## src/rtl/bus_word_fifo_pkg.sv

```systemverilog
// Shared HuC6270 constants for the CPU byte-lane to bus-word FIFO.
// Instances override these through the module parameters.
package bus_word_fifo_pkg;

  localparam int DEF_BYTE_W = 8;
  localparam int DEF_LANES  = 2;
  localparam int DEF_DEPTH  = 4;

endpackage

```

## src/rtl/bus_word_fifo_mem.sv

```systemverilog
// Word storage for bus_word_fifo: synchronous write, combinational read.
module bus_word_fifo_mem #(
  parameter int WIDTH = 16,
  parameter int DEPTH = 4
) (
  input  logic                     clock,
  input  logic                     wr_en,
  input  logic [$clog2(DEPTH)-1:0] wr_addr,
  input  logic [WIDTH-1:0]         wr_data,
  input  logic [$clog2(DEPTH)-1:0] rd_addr,
  output logic [WIDTH-1:0]         rd_data
);

  logic [WIDTH-1:0] mem [DEPTH];

  // NOTE: storage is deliberately not reset; occupancy is tracked by the
  // pointers and count, so stale words are never presented as valid.
  always_ff @(posedge clock) begin
    if (wr_en) mem[wr_addr] <= wr_data;
  end

  assign rd_data = mem[rd_addr];

endmodule

```

## src/rtl/bus_word_fifo.sv

```systemverilog
// Assembles CPU byte writes into bus words and queues them in a show-ahead
// FIFO; a write to the top lane commits {top byte, held lower lanes}.
module bus_word_fifo
  import bus_word_fifo_pkg::*;
#(
  parameter int BYTE_W = DEF_BYTE_W,
  parameter int LANES  = DEF_LANES,
  parameter int DEPTH  = DEF_DEPTH
) (
  input  logic                       clock,
  input  logic                       reset,
  input  logic                       wr_en,
  input  logic [$clog2(LANES)-1:0]   wr_lane,
  input  logic [BYTE_W-1:0]          wr_data,
  output logic                       out_valid,
  input  logic                       out_ready,
  output logic [BYTE_W*LANES-1:0]    out_data,
  output logic [$clog2(DEPTH):0]     count,
  output logic                       full,
  output logic                       empty,
  output logic                       overflow,
  input  logic                       clear_ovf
);

  localparam int LANE_W = $clog2(LANES);
  localparam int PTR_W  = $clog2(DEPTH);
  localparam int CNT_W  = PTR_W + 1;
  localparam int WORD_W = BYTE_W * LANES;
  localparam int HOLD_W = BYTE_W * (LANES - 1);

  logic [HOLD_W-1:0] hold;
  logic [PTR_W-1:0]  wr_ptr;
  logic [PTR_W-1:0]  rd_ptr;
  logic              commit;
  logic              pop;
  logic              push;
  logic              drop;

  assign empty     = (count == '0);
  assign full      = (count == CNT_W'(DEPTH));
  assign out_valid = !empty;

  // Lane codes at or above LANES never match, so they fall through as no-ops.
  always_comb begin
    commit = wr_en && (wr_lane == LANE_W'(LANES - 1));
    pop    = out_valid && out_ready;
    push   = commit && (!full || pop);
    drop   = commit && full && !pop;
  end

  // NOTE: sequential state uses non-blocking assignments so every register
  // samples pre-edge values regardless of block ordering.
  always_ff @(posedge clock or posedge reset) begin
    if (reset) begin
      hold <= '0;
    end else if (wr_en) begin
      for (int l = 0; l < LANES - 1; l++) begin
        if (wr_lane == LANE_W'(l)) hold[l*BYTE_W +: BYTE_W] <= wr_data;
      end
    end
  end

  always_ff @(posedge clock or posedge reset) begin
    if (reset) begin
      wr_ptr   <= '0;
      rd_ptr   <= '0;
      count    <= '0;
      overflow <= 1'b0;
    end else begin
      if (push) wr_ptr <= wr_ptr + PTR_W'(1);
      if (pop)  rd_ptr <= rd_ptr + PTR_W'(1);
      case ({push, pop})
        2'b10:   count <= count + CNT_W'(1);
        2'b01:   count <= count - CNT_W'(1);
        default: count <= count;
      endcase
      // A dropped commit wins over a same-cycle clear.
      if (drop)           overflow <= 1'b1;
      else if (clear_ovf) overflow <= 1'b0;
    end
  end

  bus_word_fifo_mem #(
    .WIDTH (WORD_W),
    .DEPTH (DEPTH)
  ) u_mem (
    .clock   (clock),
    .wr_en   (push),
    .wr_addr (wr_ptr),
    .wr_data ({wr_data, hold}),
    .rd_addr (rd_ptr),
    .rd_data (out_data)
  );

endmodule
```

## config.mk

```make
export PLATFORM = sky130hd
export DESIGN_NAME = bus_word_fifo
export DESIGN_NICKNAME = d
export VERILOG_FILES = /design/src/rtl/bus_word_fifo_pkg.sv /design/src/rtl/bus_word_fifo_mem.sv /design/src/rtl/bus_word_fifo.sv
export SDC_FILE = /design/constraint.sdc
export NUM_CORES = 1
export LEC_CHECK = 0
export ABC_AREA = 1
export CAP_MARGIN = 20
export CORE_UTILIZATION = 55
export DETAILED_ROUTE_END_ITERATION = 10
export PLACE_DENSITY = 0.8
export SLEW_MARGIN = 20
export SYNTH_ARGS = -nofsm -noshare
export SYNTH_HDL_FRONTEND = slang
export SYNTH_SLANG_ARGS = --single-unit
```

## constraint.sdc

```tcl
create_clock -name clock -period 2.3 [get_ports clock]
set_input_delay 0.23 -clock clock [delete_from_list [all_inputs] [get_ports clock]]
set_output_delay 0.23 -clock clock [all_outputs]
set_load 0.03 [all_outputs]
```

Yosys cells after proc, flatten, opt, wreduce, memory -nomap -nowiden. Memories as Yosys holds them, arrays and structs flattened. Cells that the tools add are included. W data, S select, Z words.

Output and inout bits: 23. Word-level logic and storage cells: 32. Bits in writable memories: 64. Latch bits: 0. Memory bits (read-only): 0. Bits in registers: 16. Memories: 1.

Memories: u_mem.mem (words 4, width 16, rd ports 1, clocked after Yosys merged registers in 0, write ports 1, RTL line bus_word_fifo_mem.sv:14) `logic [WIDTH-1:0] mem [DEPTH];`.

Shift operators: 0. Equal/unequal tests: 3. Order comparisons: 0. Muxes and demuxes: 5. Div/mod/pow operators: 0. $add $sub $neg: 4. Reductions and logical operators: 13. Bitwise logic cells: 1. $mul: 0.

Operators with widths (number): $pmux W3 S2 (1); $logic_and A1 B1 Y1 (5); $add A2 B1 Y2 const B (2); $mux W1 (4); $reduce_bool A2 Y1 (2); $add A3 B1 Y3 const B (1); $eq A3 B3 Y1 const B (1); $logic_not A1 Y1 (3); $logic_not A3 Y1 (1); $sub A3 B1 Y3 const B (1); $eq A2 B1 Y1 const B (1); $eq A2 B2 Y1 const B (1); $reduce_and A2 Y1 (1); $logic_or A1 B1 Y1 (1); $not A1 Y1 (1).

Longest topological paths before layout. Gate-level depths: netlist of run 1.

Depth after elaboration: 7. Gate-level depth with buffers: 9.

Cells and area by module. From an unflattened synthesis of run 1, not the netlist that was laid out.

Cells, all modules: 330. Area total of the unflattened synthesis: 3512.1 µm².

By module, submodules not included: bus_word_fifo_mem (cells each 259, seq. area each 1921.8 µm², area an instance 2758.9 µm², instances 1); bus_word_fifo (cells each 71, seq. area each 400.4 µm², area an instance 753.2 µm², instances 1).

Worst setup path after synthesis of run 1. OpenSTA, ideal clock, no wires.

Kind: register to register. Start: register count[0]. End: memory u_mem.mem[0][0], enable pin. Stages on the path, launching flop included: 5. Period minus slack after synthesis: 1.936 ns. Slack: 0.364 ns. Arrival time: 1.547 ns. Library setup time: 0.389 ns. Data required time: 1.911 ns. Path through: dfrtp_1 nor2_4 nand2_2 o21ai_4 nor2_1.

Cells in the longest elaborated chain, start to end: 7.

Ends and longest elaborated chain: start, declared (RTL line bus_word_fifo.sv:18) `output logic [$clog2(DEPTH):0] count,`; start signal, assigned (RTL line bus_word_fifo.sv:73) `2'b10: count <= count + CNT_W'(1);`; start signal, assigned (RTL line bus_word_fifo.sv:74) `2'b01: count <= count - CNT_W'(1);`; start signal, assigned (RTL line bus_word_fifo.sv:75) `default: count <= count;`; $logic_not A3 Y1 (RTL line bus_word_fifo.sv:39) `assign empty = (count == '0);`; $logic_not A1 Y1 (RTL line bus_word_fifo.sv:41) `assign out_valid = !empty;`; $logic_and A1 B1 Y1 (RTL line bus_word_fifo.sv:46) `pop = out_valid && out_ready;`; $logic_or A1 B1 Y1 * (RTL line bus_word_fifo.sv:47) `push = commit && (!full || pop);`; $logic_and A1 B1 Y1 * (RTL line bus_word_fifo.sv:47); $mux W1 * (RTL line bus_word_fifo_mem.sv:19) `if (wr_en) mem[wr_addr] <= wr_data;`; $mux W1 (implied by the code) * (RTL line bus_word_fifo_mem.sv:19); end, declared (RTL line bus_word_fifo_mem.sv:14).

Mark *: on every way between the ends. The rest lies on a longest branch, timed or not.

Worst setup path after layout of run 1.
Start: register rd_ptr[0]. End: output port out_data[11].

Cells in the longest elaborated chain, start to end: 1.

Ends and longest elaborated chain: start, declared (RTL line bus_word_fifo.sv:33) `logic [PTR_W-1:0] rd_ptr;`; start signal, assigned (RTL line bus_word_fifo.sv:71) `if (pop) rd_ptr <= rd_ptr + PTR_W'(1);`; $mem_v2 Z4 W16; end, declared (RTL line bus_word_fifo.sv:17) `output logic [BYTE_W*LANES-1:0] out_data,`.

Every way passes these cells.

==> results of run 1 <==
worst max-delay path, stage by stage, from the launching register on:
cell             delay, ps
dfrtp_1                410
inv_2                  160
buf_12                 190
nor2_1                  50
o22ai_1                150
clkdlybuf4s50_1        690
repair_timing:
| item | CTS | global route |
|---|---|---|
| pin swaps | 0 | 0 |
| resized for setup | 2 | 14 |
| setup buffers | 0 | 0 |
| setup endpoints to repair | 2 | 14 |
report_power, final:
group / internal, W / total, W / switching [W]
combinational: 0.000817 / 0.00217 / 0.00135
clock: 0.000418 / 0.000863 / 0.000445
sequential: 0.00180 / 0.00193 / 0.000132
synthesized netlist by cell type:
| library cell | instances | area (um2) |
|---|---|---|
| o21ai_4 | 1 | 16.3 |
| clkinv_1 | 1 | 3.75 |
| nand2_2 | 6 | 37.5 |
| mux2_2 | 8 | 90.1 |
| ha_1 | 4 | 50.1 |
| dfrtp_1 | 16 | 400 |
| nand3_2 | 2 | 20.0 |
| nor2_1 | 38 | 143 |
| o32ai_1 | 1 | 8.76 |
| o22ai_1 | 16 | 100 |
| nor2_4 | 1 | 11.3 |
| buf_2 | 8 | 40.0 |
| fa_1 | 1 | 20.0 |
| nand3_1 | 2 | 10.0 |
| nand2_1 | 8 | 30.0 |
| nor2_2 | 1 | 6.26 |
| inv_1 | 16 | 60.1 |
| edfxtp_1 | 64 | 1920 |
| inv_2 | 2 | 7.51 |
| o21ai_0 | 5 | 25.0 |
| o21ai_1 | 28 | 140 |
| a21oi_1 | 2 | 10.0 |
| xor2_1 | 2 | 17.5 |
per-stage QoR:
| stage | util | instances |
|---|---|---|
| finish | 0.694 | 357 |
| global route | 0.694 | 357 |
| CTS | 0.688 | 357 |
| detailed placement | 0.659 | 341 |
| global placement | 0.659 | 341 |
| floorplan | - | 233 |
layout make-up:
type | count | area [um2]
flip-flops and latches | 80 | 2320
fillers | 392 | 1690
multi-input cells | 126 | 736
repair buffers | 44 | 464
clock buffers | 14 | 153
well taps | 72 | 90.1
inverters | 19 | 73.8
clock inverters | 2 | 8.76
path summary, 6_finish.rpt:
kind	start	endpoint	depth (start not counted)
hold reg to reg	hold[5]$_DFFE_PP0P_	u_mem.mem[1][5]$_DFFE_PP_	0
max in group asynchronous	reset	wr_ptr[1]$_DFFE_PP0P_	2
setup / recovery	rd_ptr[0]$_DFFE_PP0P_	out_data[11]	5
setup reg to reg	count[0]$_DFFE_PP0P_	count[2]$_DFFE_PP0P_	8
min in group clock	clear_ovf	overflow$_DFFE_PP0P_	2
hold / removal	reset	hold[5]$_DFFE_PP0P_	2
layout by cell type, fill, tap and decap left out, drive strengths merged:
cell type / n
mux2: 8
nand3: 4
ha: 4
dlymetal6s2s: 12
a21oi: 2
edfxtp: 64
dlygate4sd2: 2
o22ai: 16
xor2: 2
clkdlybuf4s50: 22
fa: 1
dfrtp: 16
nor2: 40
o32ai: 1
clkinv: 3
o21ai: 34
nand2: 14
buf: 8
clkbuf: 14
inv: 18
logic make-up (layout without fill, tap and decap cells):
| family | Yosys count | after routing | share of synthesized area |
|---|---|---|---|
| AO/OA/AOI/OAI | 53 | 53 | 0.0947 |
| XOR/XNOR | 2 | 2 | 0.00553 |
| adder cells (fa/ha/maj) | 5 | 5 | 0.0221 |
| buffers and inverters | 27 | 79 | 0.0351 |
| flip-flops | 80 | 80 | 0.733 |
| multiplexers | 8 | 8 | 0.0284 |
| AND/OR/NAND/NOR | 58 | 58 | 0.0813 |
per-layer routing:
layer,wire length (um),global-route usage,part of all wire
met1,2320,0.251,0.40
met2,2940,0.358,0.51
met3,330,0.0482,0.058
met4,140,0.133,0.024
met5,0,0,0
state kept, by name (all words and copies together) (netlist names):
signal,flops
count,3
hold,8
overflow,1
rd_ptr,2
u_mem.mem,64
wr_ptr,2
==> impl_metrics.toml, run 1 <==
[clock_network]
cts_hold_buf = 0
cts_tree = "yes"
clk_latency_ps = 340
cts.sinks = 80
cts_buffers = 9
cts_buffer_depth = 2
cts_htree_levels = 3
cts_root_buf = "clkbuf_8"
clkTransAtPathRegs_ps = 80

[yosys]
synth_seq_cells = 80
synth_area_per_cell_um2 = 13.6
yosys_warnings = 0
syn_inst = 233
mappedNetlistArea_um2 = 3170
ys_seq_area_frac = 0.733
ys_types = 23
synth_fp_nets = 252

[detailed_routing]
num_vias = 1937
via_per_inst = 5.43
routed_wl_um = 5730
route.detailed.drc = 0
drt_iter0_markers = 116
dr.pass1.iters = 4
ant_nets = 0
wire_per_inst_um = 16.0

[final_layout]
syn_to_final_growth_pct = 21.4
nNetsFinal = 299
final_layout_size_suffix_gt1_frac = 0.140
insertedDiodeCount = 0
fin_area_um2 = 3850

[sta]
hold_ws_ps = 298
setup_viol = 0
fin_crit_sh = 0.969
hold_violations = 0
period_minus_slack_ps = 2230
finalWorstSetupSlack_ps = 70.8
final_max_slew_viol_count = 0
slew_headroom = 0.543
tightest_slew_ps = 685
clock_skew_ps = 9.17
max_clock_freq_mhz = 449
fin_setup_tns_ps = 0

[die]
core_area_um2 = 5540
ios = 37
dieArea_um2 = 6070
fp-row-count = 27
die_width_um = 77.9
dieHeight_um = 77.9
start_util = 0.572

[critical_path]
critPathCaptureType = "primary output"
reg2reg_slack_ps = 730
crit_fanout = 25
critPathRequiredTime_ps = 2070
critical_path_class = "reg2out"
cp.arrival_ps = 2000
cp-start-kind = "flip-flop"

[placed_design]
dpl_cell_area_um2 = 3650
place.gp.congestion = 0.697
dpl_worst_slack_ps = 378
numPortBuffers = 36
place_hpwl_um = 3550

[grt]
grt_remaining_overflow = 0
antenna_found_initial = 0
grt_first_pass_wirelength_um = 9290
grt_max_degree = 34
grt_use_total = 0.214
grt_pass1_vias = 1909

[power_and_ir_drop]
ir_drop_v = 0.000874
powerDensity_nw_per_um2 = 1290
finalPower_w = 0.00496
p_leak_nw = 1.51

[flow_run]
maxCapViolations = 0

[run_status]
status = "finished clean"

[hold_path]
hold_path.class = "in2async"
Note: power is estimated with default switching activity, not from simulation.
==> run 2, diff against run 1 <==
- CTS_CLUSTER_SIZE: unset -> 20
==> results of run 2 <==
The final DEF is identical to that of run 1; final timing and power are the same.
==> run 3, diff against run 2 <==
- CTS_CLUSTER_SIZE: 20 -> 12
- GPL_ROUTABILITY_DRIVEN: unset -> 0
==> results of run 3 <==
The final DEF is identical to that of run 1; final timing and power are the same.
